File: src/rtl/regfile_pkg.sv
// Shared constants for the register-bank write scheduler: bank geometry,
// the hard-wired zero register and the writeback requester indices.
package regfile_pkg;
    localparam int ADDR_W     = 5;
    localparam int DATA_W     = 32;
    localparam int REG_ZERO   = 0;
    localparam int REQ_ALU    = 0;
    localparam int REQ_LOAD   = 1;
    localparam int REQ_MULDIV = 2;
endpackage

File: src/rtl/rr_arbiter.sv
// Round-robin arbiter: one-hot grant searched from a rotating priority pointer,
// pointer moves past the winner whenever a transfer happens.
module rr_arbiter #(
    parameter int NUM_REQ = 3
) (
    input  logic               clock,
    input  logic               reset,
    input  logic [NUM_REQ-1:0] valid,
    input  logic               advance,
    output logic [NUM_REQ-1:0] grant
);
    import regfile_pkg::*;

    localparam int PTR_W = (NUM_REQ > 1) ? $clog2(NUM_REQ) : 1;

    logic [PTR_W-1:0] ptr;
    int               grant_idx;
    logic             found;

    always_comb begin
        grant     = '0;
        grant_idx = 0;
        found     = 1'b0;
        for (int k = 0; k < NUM_REQ; k++) begin
            if (!found && valid[(int'(ptr) + k) % NUM_REQ]) begin
                found                                  = 1'b1;
                grant_idx                              = (int'(ptr) + k) % NUM_REQ;
                grant[(int'(ptr) + k) % NUM_REQ]       = 1'b1;
            end
        end
    end

    // The winner drops to lowest priority for the next cycle.
    always_ff @(posedge clock) begin
        if (reset) begin
            ptr <= PTR_W'(REQ_ALU);
        end else if (advance) begin
            ptr <= PTR_W'((grant_idx + 1) % NUM_REQ);
        end
    end
endmodule

File: src/rtl/regfile_write_scheduler.sv
// Shares the register bank write port among the writeback units and keeps the
// pending-destination scoreboard used by the issue stage for hazard checks.
module regfile_write_scheduler #(
    parameter int NUM_REQ = 3,
    parameter int DATA_W  = regfile_pkg::DATA_W,
    parameter int ADDR_W  = regfile_pkg::ADDR_W
) (
    input  logic                      clock,
    input  logic                      reset,
    input  logic [NUM_REQ-1:0]        req_valid,
    output logic [NUM_REQ-1:0]        req_ready,
    input  logic [NUM_REQ*ADDR_W-1:0] req_addr,
    input  logic [NUM_REQ*DATA_W-1:0] req_data,
    output logic                      reg_write,
    output logic [ADDR_W-1:0]         write_register,
    output logic [DATA_W-1:0]         write_data,
    input  logic                      reserve_valid,
    input  logic [ADDR_W-1:0]         reserve_addr,
    input  logic [ADDR_W-1:0]         check_addr_1,
    input  logic [ADDR_W-1:0]         check_addr_2,
    output logic                      check_busy_1,
    output logic                      check_busy_2,
    output logic [(2**ADDR_W)-1:0]    busy_vector
);
    import regfile_pkg::*;

    localparam int NUM_REGS = 2 ** ADDR_W;

    logic [NUM_REQ-1:0]  grant;
    logic                transfer;
    logic [ADDR_W-1:0]   sel_addr;
    logic [DATA_W-1:0]   sel_data;
    logic                wr_vld_p1;
    logic [ADDR_W-1:0]   wr_addr_p1;
    logic [DATA_W-1:0]   wr_data_p1;
    logic [NUM_REGS-1:0] busy_q;
    logic [NUM_REGS-1:0] busy_nxt;

    rr_arbiter #(
        .NUM_REQ (NUM_REQ)
    ) u_arbiter (
        .clock   (clock),
        .reset   (reset),
        .valid   (req_valid),
        .advance (transfer),
        .grant   (grant)
    );

    assign req_ready = reset ? '0 : grant;
    assign transfer  = |req_ready;

    always_comb begin
        sel_addr = '0;
        sel_data = '0;
        for (int i = 0; i < NUM_REQ; i++) begin
            if (req_ready[i]) begin
                sel_addr = sel_addr | req_addr[i*ADDR_W +: ADDR_W];
                sel_data = sel_data | req_data[i*DATA_W +: DATA_W];
            end
        end
    end

    // ---- p1: registered bank write port ----
    // A write to the zero register still completes its handshake but never
    // raises the bank enable.
    always_ff @(posedge clock) begin
        if (reset) begin
            wr_vld_p1  <= 1'b0;
            wr_addr_p1 <= '0;
            wr_data_p1 <= '0;
        end else if (transfer) begin
            wr_vld_p1  <= (sel_addr != ADDR_W'(REG_ZERO));
            wr_addr_p1 <= sel_addr;
            wr_data_p1 <= sel_data;
        end else begin
            wr_vld_p1  <= 1'b0;
        end
    end

    assign reg_write      = wr_vld_p1;
    assign write_register = wr_addr_p1;
    assign write_data     = wr_data_p1;

    // Reservation is applied after the commit clear so a same-register
    // re-reservation survives the retiring write.
    always_comb begin
        busy_nxt = busy_q;
        if (wr_vld_p1) begin
            busy_nxt[wr_addr_p1] = 1'b0;
        end
        if (reserve_valid) begin
            busy_nxt[reserve_addr] = 1'b1;
        end
        busy_nxt[REG_ZERO] = 1'b0;
    end

    always_ff @(posedge clock) begin
        if (reset) begin
            busy_q <= '0;
        end else begin
            busy_q <= busy_nxt;
        end
    end

    assign busy_vector  = busy_q;
    assign check_busy_1 = busy_q[check_addr_1];
    assign check_busy_2 = busy_q[check_addr_2];
endmodule

File: config.mk
export PLATFORM = sky130hd
export DESIGN_NAME = regfile_write_scheduler
export DESIGN_NICKNAME = d
export VERILOG_FILES = /design/src/rtl/regfile_pkg.sv /design/src/rtl/rr_arbiter.sv /design/src/rtl/regfile_write_scheduler.sv
export SDC_FILE = /design/constraint.sdc
export NUM_CORES = 1
export LEC_CHECK = 0
export ABC_AREA = 1
export CAP_MARGIN = 20
export CORE_MARGIN = 4
export CORE_UTILIZATION = 35
export CTS_CLUSTER_DIAMETER = 40
export DETAILED_ROUTE_END_ITERATION = 12
export PLACE_DENSITY = 0.68
export SYNTH_ARGS = -nofsm -noshare
export SYNTH_HDL_FRONTEND = slang
export SYNTH_SLANG_ARGS = --single-unit
File: constraint.sdc
create_clock -name clock -period 13.7 [get_ports clock]
set_input_delay 2.74 -clock clock [delete_from_list [all_inputs] [get_ports clock]]
set_output_delay 2.74 -clock clock [all_outputs]
set_load 0.05 [all_outputs]
==> out/results.tsv, run 1 <==
stage	metric	value	unit
hold_path	hold_depth	2	
floorplanning	ios	207	
drt	vias_per_cell	5.120	
clock_network	numCtsBuffers	9	
critical_path	crit_slowest_cell	clkdlybuf4s50_1	
drt	drc	0	
critical_path	reg2reg_to	u_arbiter.ptr[1]	
global_routing	antenna_found_initial	0	
logic_synthesis	syn_avg_cell_area	6.615	µm²
floorplanning	die_h	126.7	µm
drt	dr_wl_met3	1691	µm
logic_synthesis	async_flop_share	0	
critical_path	r2r.worst_path.cells	39	
floorplanning	core-area	0.01383	mm²
power	p_total	2.235	mW
global_routing	grt_pass1_vias	5484	
finish	final_layout_size_suffix_gt1_frac	0.07529	
critical_path	cp-start-kind	input pin	
drt	ant_nets	0	
timing	rsz0062_at_grt	no	
timing	fmax	120.7	MHz
critical_path	worstPathMaxFanout	16	
clock_network	clock_sinks	71	
logic_synthesis	syn_area	0.004935	mm²
power	ir_drop	0.2392	mV
drt	drt_iter0_drc	389	
critical_path	critPathRequiredTime	10.96	ns
drt	first_pass_iters	5	
floorplanning	die_area	0.01606	mm²
timing	fin_skew	0.006874	ns
placement	io_buffer_count	205	
clock_network	post_cts_resized	0	
clock_network	post_cts_buffers	0	
clock_network	cts_root_buf	clkbuf_16	
logic_synthesis	ys.flop_type	dfxtp_1	
hold_path	holdPathEnd	write_data[25]	
outcome	run_status	completed	
power	p_leak	2.865	nW
clock_network	cts_buffer_depth	2	
floorplanning	row_count	43	
logic_synthesis	postSynthCellCount	746	
finish	nNetsFinal	1086	
global_routing	grt_use_total	0.2126	
timing	relSlewSlack	0.3253	
placement	numPlacedInstances	1107	
floorplanning	die_x	126.7	µm
drt	wl_met1	7586	µm
timing	setup_tns	0	ns
hold_path	min-delay-start	write_data[25]	
critical_path	arrival	5.54	ns
logic_synthesis	synth_edf_count	0	
power	p_per_area	302.4	mW/mm²
timing	hold_viol_final	0	
logic_synthesis	synth_cell_types	40	
critical_path	path_cells	clkdlybuf4s50_1 -> inv_1 -> a21oi_1 -> o21ai_0 -> nand3_1 -> o211ai_1 -> o21ai_0 -> nor2_1 -> a31oi_1 -> clkdlybuf4s50_1	
logic_synthesis	syn_nets	894	
clock_network	ctsHoldBuffers	0	
clock_network	cts_max_level	3	
logic_synthesis	ys.warnings.count	0	
finish	final_common_cell	clkdlybuf4s50_1	
timing	setup_viol_count_final	0	
finish	fin_cells	1123	
finish	antenna_cells	0	
critical_path	r2r-start	u_arbiter.ptr[1]	
clock_network	clkLatencyLatePin	0.34	ns
timing	maxSlewViolCount	0	
global_routing	grt_first_pass_wirelength	27670	µm
clock_network	cts_tree	yes	
floorplanning	start_util	0.3569	
clock_network	clk_pin_slew	0.06	ns
critical_path	cp-end-kind	primary output	
timing	min_period_over_period	0.6047	
critical_path	critPathMaxStageDelay	0.84	ns
finish	final_cell_mix	clkdlybuf4s50_1, nand2_1, a21oi_1, o21ai_0, dfxtp_1	
job	maxCapViolCount	0	
drt	wl	17460	µm
timing	fin_crit	8.284	ns
global_routing	grt_max_degree	72	
placement	place.gp.congestion	0.8656	
logic_synthesis	yosysSeqAreaShare	0.2880	
critical_path	r2r_slack	8.01	ns
timing	tightest_slew	1.004	ns
finish	area_growth	49.75	%
drt	dr_wl_met2	7955	µm
global_routing	gr-total-overflow	0	
critical_path	critPathKind	input pin to primary output	
hold_path	hp-class	register to register	
drt	vias	5750	
drt	routed.top_layer	met4	
drt	routedWlPerCell	15.54	µm
logic_synthesis	ys_seq_elements	71	
placement	dpl.hpwl	13490	µm
==> cell usage after synthesis, types with 2 or more instances <==
library cell,count,area share
nand3_4,3,0.011
nand2_4,5,0.011
o211ai_1,4,0.0061
dfxtp_1,71,0.29
o21ai_2,5,0.0089
nand2_1,194,0.15
nand4_1,5,0.0063
nand3_1,44,0.045
o221ai_1,6,0.011
nand2_2,12,0.015
nand3b_1,2,0.0030
inv_1,63,0.048
clkbuf_1,23,0.017
ha_1,16,0.041
buf_1,2,0.0015
o21ai_0,71,0.072
nand3_2,8,0.016
inv_2,8,0.0061
a31oi_1,2,0.0025
o21ai_1,3,0.0030
a21oi_1,78,0.079
a22o_1,16,0.028
nor2_1,49,0.037
a32o_1,2,0.0041
nor2_4,4,0.0091
xor2_1,3,0.0053
o22ai_1,7,0.0089
nor3_1,10,0.010
a41oi_1,19,0.034
==> through the flow <==
step                hold slack [ns]  utilization  setup slack [ns]  instance area, µm²
global placement             0.4524       0.5144             5.525                7113
detailed placement           0.4573       0.5144             5.481                7113
floorplan                    0.6783            -             6.577                4935
CTS                          0.4662       0.5344             5.468                7390
global route                 0.4847       0.5344             5.212                7390
finish                       0.4626       0.5344             5.416                7390
==> critical path: cells and delay by family <==
family                 cells  cell delay (ns)
AO/OA/AOI/OAI              5             0.70
AND/OR/NAND/NOR            2             0.15
buffers and inverters      3             1.95
==> worst max-delay path by stage <==
stage	startpoint	endpoint	slack [ns]	depth (start not counted)
after CTS	check_addr_2[0]	check_busy_2	5.47	10
final	check_addr_2[0]	check_busy_2	5.42	10
after detailed placement	check_addr_2[0]	check_busy_2	5.48	10
after global placement	check_addr_1[0]	check_busy_1	5.52	10
after floorplan	check_addr_2[0]	check_busy_2	6.58	8
after global routing	check_addr_1[0]	check_busy_1	5.21	10
==> routing by layer <==
layer,GRT usage,up-vias
met3,0.05684,14
met2,0.3639,265
met4,0.06246,0
met5,0,-
li1,-,2935
met1,0.2617,2536
==> layout make-up <==
type                    count  area [µm²]
inverters                  71       266.5
multi-input cells         575        3115
repair buffers            210        2085
fillers                  1381        6437
clock inverters             5       33.78
flip-flops and latches     71        1421
well taps                 180       225.2
clock buffers              11       242.7
==> power by group <==
part	switching, mW	internal [mW]
Combinational	1.10	0.599
Clock	0.0932	0.127
Sequential	0.0462	0.265
==> flip-flops by register name, summed over array words and instances (netlist names) <==
signal / count
write_data: 32
busy_vector: 31
write_register: 5
u_arbiter.ptr: 2
reg_write: 1
==> cells by family (layout without fill, tap and decap cells) <==
| logic type | after synthesis | in the layout | synth area share |
|---|---|---|---|
| and+or+nand+nor | 339 | 339 | 0.3212 |
| AOI/OAI and AO/OA | 215 | 215 | 0.2606 |
| buffers and inverters | 100 | 297 | 0.08164 |
| DFF | 71 | 71 | 0.2880 |
| adders and majority gates | 16 | 16 | 0.04057 |
| xor gates and xnor gates | 4 | 4 | 0.007101 |
| other | 1 | 1 | 0.0007599 |
Power figures use the tool's default switching activity.
==> run 2: changes to the inputs <==
- PLACE_DENSITY: 0.68 -> 0.7
- clock period: 13.7 -> 7.48 ns (I/O delays scaled with it)
==> out/results.tsv, run 2 (synthesis results as in run 1) <==
stage	metric	value	unit	change
outcome	run_status	completed		
power	p_total	4.227	mW	+89%
timing	setup_viol_count_final	0		unchanged
hold_path	hp-class	register to register		
floorplanning	start_util	0.3569		unchanged
timing	setup_ws	1.324	ns	-4.092 ns
floorplanning	core-area	0.01383	mm²	unchanged
critical_path	critPathMaxStageDelay	0.56	ns	-0.28 ns
global_routing	grt_max_degree	72		unchanged
job	maxCapViolCount	0		unchanged
finish	final_cell_mix	clkdlybuf4s50_1, nand2_1, a21oi_1, o21ai_0, dfxtp_1		
timing	setup_tns	0	ns	unchanged
global_routing	use_met2	0.3359		-0.02802
drt	drt_iter0_drc	507		+30%
drt	vias	5836		+1.5%
global_routing	grt_pass1_vias	5299		-3.4%
drt	first_pass_iters	5		unchanged
global_routing	antenna_found_initial	0		unchanged
drt	wl	17460	µm	about the same
timing	rsz0062_at_grt	no		
power	p_per_area	567.7	mW/mm²	+88%
timing	hold_viol_final	0		unchanged
clock_network	ctsHoldBuffers	0		unchanged
hold_path	hold_depth	2		unchanged
drt	vias_per_cell	5.197		+1.5%
timing	fin_crit	6.156	ns	
clock_network	cts_buffer_depth	2		unchanged
timing	min_period_over_period	0.8229		
finish	area_growth	50.86	%	
clock_network	cts_tree	yes		
finish	fin_util	0.5384		+0.003982
critical_path	crit_slowest_cell	clkdlybuf4s50_1		
power	ir_drop	0.4067	mV	+70%
timing	relSlewSlack	0.4206		+0.09522
global_routing	use_met3	0.06653		+0.009684
clock_network	cts_root_buf	clkbuf_16		
critical_path	r2r.worst_path.cells	39		unchanged
floorplanning	row_count	43		unchanged
clock_network	post_cts_buffers	0		unchanged
floorplanning	die_area	0.01606	mm²	unchanged
timing	holdWs	0.4629	ns	+0.0002430 ns
clock_network	clk_pin_slew	0.07	ns	about the same
critical_path	cp-end-kind	register		
finish	fillers	1340		-3.0%
critical_path	critPathRequiredTime	7.72	ns	-3.24 ns
global_routing	grt_first_pass_wirelength	27170	µm	-1.8%
critical_path	critPathKind	input pin to register		
timing	maxSlewViolCount	0		unchanged
placement	io_buffer_count	205		unchanged
placement	place.gp.congestion	0.9162		+5.8%
critical_path	crit_top_cell	nand2_1		
finish	final_layout_size_suffix_gt1_frac	0.07635		+0.001060
critical_path	cp-start-kind	input pin		
clock_network	numCtsBuffers	9		unchanged
floorplanning	ios	207		unchanged
finish	final_common_cell	clkdlybuf4s50_1		
finish	largest_reg_flops	32		unchanged
placement	dpl.hpwl	13510	µm	+0.15%
critical_path	arrival	6.40	ns	+0.86 ns
finish	antenna_cells	0		unchanged
clock_network	cts_max_level	3		unchanged
global_routing	busiest_layer	met2		
floorplanning	die_h	126.7	µm	unchanged
placement	dp_slack	1.025	ns	-4.455 ns
timing	fmax	162.5	MHz	
drt	drc	0		unchanged
power	p_leak	2.888	nW	+0.83%
timing	tightest_slew	0.8625	ns	-0.1417 ns
clock_network	clkLatencyLatePin	0.34	ns	about the same
drt	routedWlPerCell	15.55	µm	about the same
clock_network	clock_sinks	71		unchanged
drt	ant_nets	0		unchanged
finish	nNetsFinal	1086		unchanged
floorplanning	die_x	126.7	µm	unchanged
critical_path	worstPathMaxFanout	6		-10
global_routing	gr-total-overflow	0		unchanged
clock_network	post_cts_resized	0		unchanged
global_routing	use_met1	0.2672		+0.005445
timing	fin_skew	0.008825	ns	+0.001952 ns
global_routing	grt_use_total	0.2078		-0.004864
## run 2: changes by cell type in the layout (fill, tap and decap cells not counted)
cell	previous run	this run
bufinv_16	0	2
clkbuf_1	1	0
clkinv_2	2	0
inv_6	0	1
## run 2: layout make-up
class	count	area, µm²	area share
Sequential cell	71	1421	0.1909
Inverter	71	266.5	0.03580
Multi-Input combinational cell	575	3115	0.4185
Clock inverter	6	92.59	0.01244
Timing Repair Buffer	210	2085	0.2800
Clock buffer	10	239.0	0.03210
Tap cell	180	225.2	0.03025
## run 2: final timing paths
| path | start | slack [ns] | end |
|---|---|---|---|
| max reg2reg | u_arbiter.ptr[1] | 1.81 | u_arbiter.ptr[1] |
| max | req_valid[2] | 1.32 | u_arbiter.ptr[1] |
| min | write_data[10] | 0.46 | write_data[10] |
| min reg2reg | write_data[10] | 0.46 | write_data[10] |
## run 2: critical path: cells and delay by family
kind	cells	cell delay, ns
compound gates	3	0.64
xor+xnor	1	0.20
buf+inv	7	1.02
fa+ha+maj	4	0.99
simple gates	20	2.07
## run 2: per-layer routing
layer	up-vias	share of wire
met5	-	0
met4	0	0.010
met3	19	0.098
met2	266	0.46
met1	2617	0.43
li1	2934	-
## run 2: metrics by stage
step	instance area (µm²)	cells
floorplan	4935	746
global placement	7113	1107
detailed placement	7113	1107
CTS	7445	1123
global route	7445	1123
finish	7445	1123
## run 2: power by group
part           total (mW)  internal, mW  switching, mW
Sequential          0.567         0.484         0.0824
Clock               0.479         0.303          0.176
Combinational        3.18          1.10           2.08
==> run 3: changes to the inputs <==
- PLACE_DENSITY: 0.7 -> 0.68
- clock period: 7.48 -> 6.1 ns (I/O delays scaled with it)
==> out/results.tsv, run 3 (synthesis results as in run 1) <==
stage	metric	value	unit	change
finish	finalInstanceArea	0.007497	mm²	+0.71%
finish	final_layout_size_suffix_gt1_frac	0.08947		+0.01312
hold_path	holdPathEnd	write_data[26]		
critical_path	crit_slowest_cell	clkdlybuf4s50_1		
drt	wl	17580	µm	+0.68%
floorplanning	die_area	0.01606	mm²	unchanged
hold_path	min-delay-start	write_data[26]		
clock_network	cts_buffer_depth	2		unchanged
critical_path	arrival	5.81	ns	-0.59 ns
timing	relSlewSlack	0.3536		-0.06699
drt	ant_nets	0		unchanged
timing	maxSlewViolCount	0		unchanged
global_routing	grt_pass1_vias	5486		+3.5%
critical_path	critPathRequiredTime	6.33	ns	-1.39 ns
critical_path	r2r-start	u_arbiter.ptr[1]		
critical_path	critPathKind	input pin to register		
finish	multi_input_area	0.003142	mm²	+0.84%
hold_path	hold_depth	2		unchanged
floorplanning	start_util	0.3569		unchanged
drt	drt_iter0_drc	447		-12%
global_routing	grt_max_degree	71		-1.4%
finish	final_common_cell	clkdlybuf4s50_1		
critical_path	reg2reg_to	u_arbiter.ptr[1]		
clock_network	clkLatencyLatePin	0.34	ns	about the same
hold_path	hp-class	register to register		
finish	nNetsFinal	1093		+0.64%
outcome	run_status	completed		
critical_path	path_delay_family	simple AND/OR/NAND/NOR gates		
global_routing	grt_first_pass_wirelength	27810	µm	+2.4%
placement	dpl-instance-area	0.007158	mm²	+0.63%
floorplanning	row_count	43		unchanged
clock_network	clock_sinks	71		unchanged
drt	first_pass_iters	5		unchanged
finish	largest_reg_flops	32		unchanged
timing	setup_tns	0	ns	unchanged
power	p_per_area	692.6	mW/mm²	+22%
timing	holdWs	0.4636	ns	+0.0007530 ns
global_routing	grt_use_total	0.2123		+0.004544
critical_path	path_depth	41		+17%
placement	dpl.hpwl	13550	µm	+0.32%
timing	hold_viol_final	0		unchanged
finish	area_growth	51.93	%	
finish	fillers	1387		+3.5%
floorplanning	core-area	0.01383	mm²	unchanged
clock_network	cts_tree	yes		
finish	final-seq-area	0.001421	mm²	unchanged
critical_path	r2r.worst_path.cells	41		+5.1%
job	maxCapViolCount	0		unchanged
critical_path	cp-start-kind	input pin		
critical_path	cp.buffers_inverters	9		+2
clock_network	cts_max_level	3		unchanged
power	ir_drop	0.5513	mV	+36%
power	p_leak	2.934	nW	+1.6%
placement	place.gp.congestion	0.9035		-1.4%
clock_network	numCtsBuffers	9		unchanged
critical_path	cp-end-kind	register		
drt	vias	5845		+0.15%
placement	io_buffer_count	205		unchanged
critical_path	worstPathMaxFanout	5		-1
timing	rsz0062_at_grt	no		
global_routing	antenna_found_initial	0		unchanged
critical_path	critPathMaxStageDelay	0.42	ns	-0.14 ns
timing	fmax	179.2	MHz	
floorplanning	die_x	126.7	µm	unchanged
clock_network	cts_root_buf	clkbuf_16		
timing	fin_crit	5.580	ns	
critical_path	r2r_slack	0.66	ns	-1.15 ns
critical_path	crit_top_cell	nand2_1		
clock_network	ctsHoldBuffers	0		unchanged
global_routing	gr-total-overflow	0		unchanged
floorplanning	ios	207		unchanged
finish	antenna_cells	0		unchanged
timing	min_period_over_period	0.9147		
floorplanning	die_h	126.7	µm	unchanged
drt	vias_per_cell	5.173		-0.47%
drt	routedWlPerCell	15.56	µm	about the same
timing	fin_skew	0.007042	ns	-0.001783 ns
clock_network	clk_pin_slew	0.06	ns	about the same
drt	drc	0		unchanged
finish	final_cell_mix	clkdlybuf4s50_1, nand2_1, a21oi_1, dfxtp_1, o21ai_0		
timing	setup_viol_count_final	0		unchanged
timing	tightest_slew	0.9622	ns	+0.09971 ns
-- run 3: cell types whose count changed in the layout (fill, tap and decap cells not counted), moves of 2 or more --
cell,delta
buf_4,+7
clkdlybuf4s50_1,-2
ha_2,+3
clkinv_2,+2
clkinvlp_4,-2
dlymetal6s2s_1,+2
ha_1,-3
-- run 3: cell type report --
type / instances / share of cell area
flip-flops and latches: 71 / 0.1896
well taps: 180 / 0.03004
repair buffers: 217 / 0.2857
inverters: 71 / 0.03555
clock inverters: 5 / 0.007677
clock buffers: 11 / 0.03238
multi-input cells: 575 / 0.4191
-- run 3: worst register-to-register path, delay by kind of cell, from the launching register on --
family / cells / cell delay (ns)
compound gates: 3 / 0.33
xor+xnor: 1 / 0.20
fa+ha+maj: 5 / 1.43
buf+inv: 8 / 0.67
flops: 1 / 0.49
simple gates: 24 / 2.24
-- run 3: per-stage QoR --
step                  util  setup WS [ns]  power [mW]  cells
floorplan                -         0.8507       3.715    746
global placement    0.5177         0.1668       4.557   1113
detailed placement  0.5177     -0.0002469       4.608   1113
CTS                 0.5394         0.3306       5.186   1129
global route        0.5422        0.03270       5.692   1130
finish              0.5422         0.5204       5.193   1130
-- run 3: worst max path at each step --
stage / startpoint / endpoint
final: req_valid[0] / u_arbiter.ptr[1]
after global routing: req_valid[0] / u_arbiter.ptr[1]
after CTS: req_valid[0] / u_arbiter.ptr[1]
after detailed placement: req_valid[0] / u_arbiter.ptr[1]
after global placement: req_valid[0] / u_arbiter.ptr[1]
after floorplan: req_valid[0] / u_arbiter.ptr[1]
-- run 3: timing repair --
action	CTS	global route
buffers inserted	0	1
setup endpoints to repair	0	2
resized for setup	0	11
-- run 3: routing by layer --
layer  track usage  vias up  share of wire
met1        0.2638     2639           0.42
met3       0.06611       18           0.10
met2        0.3518      245           0.46
li1              -     2943              -
met4       0.06562        0          0.013
met5             0        -              0
-- run 3: power breakdown --
part           internal (mW)  switching [mW]
clock                  0.328           0.204
sequential             0.594           0.103
combinational           1.41            2.55
total                   2.34            2.86
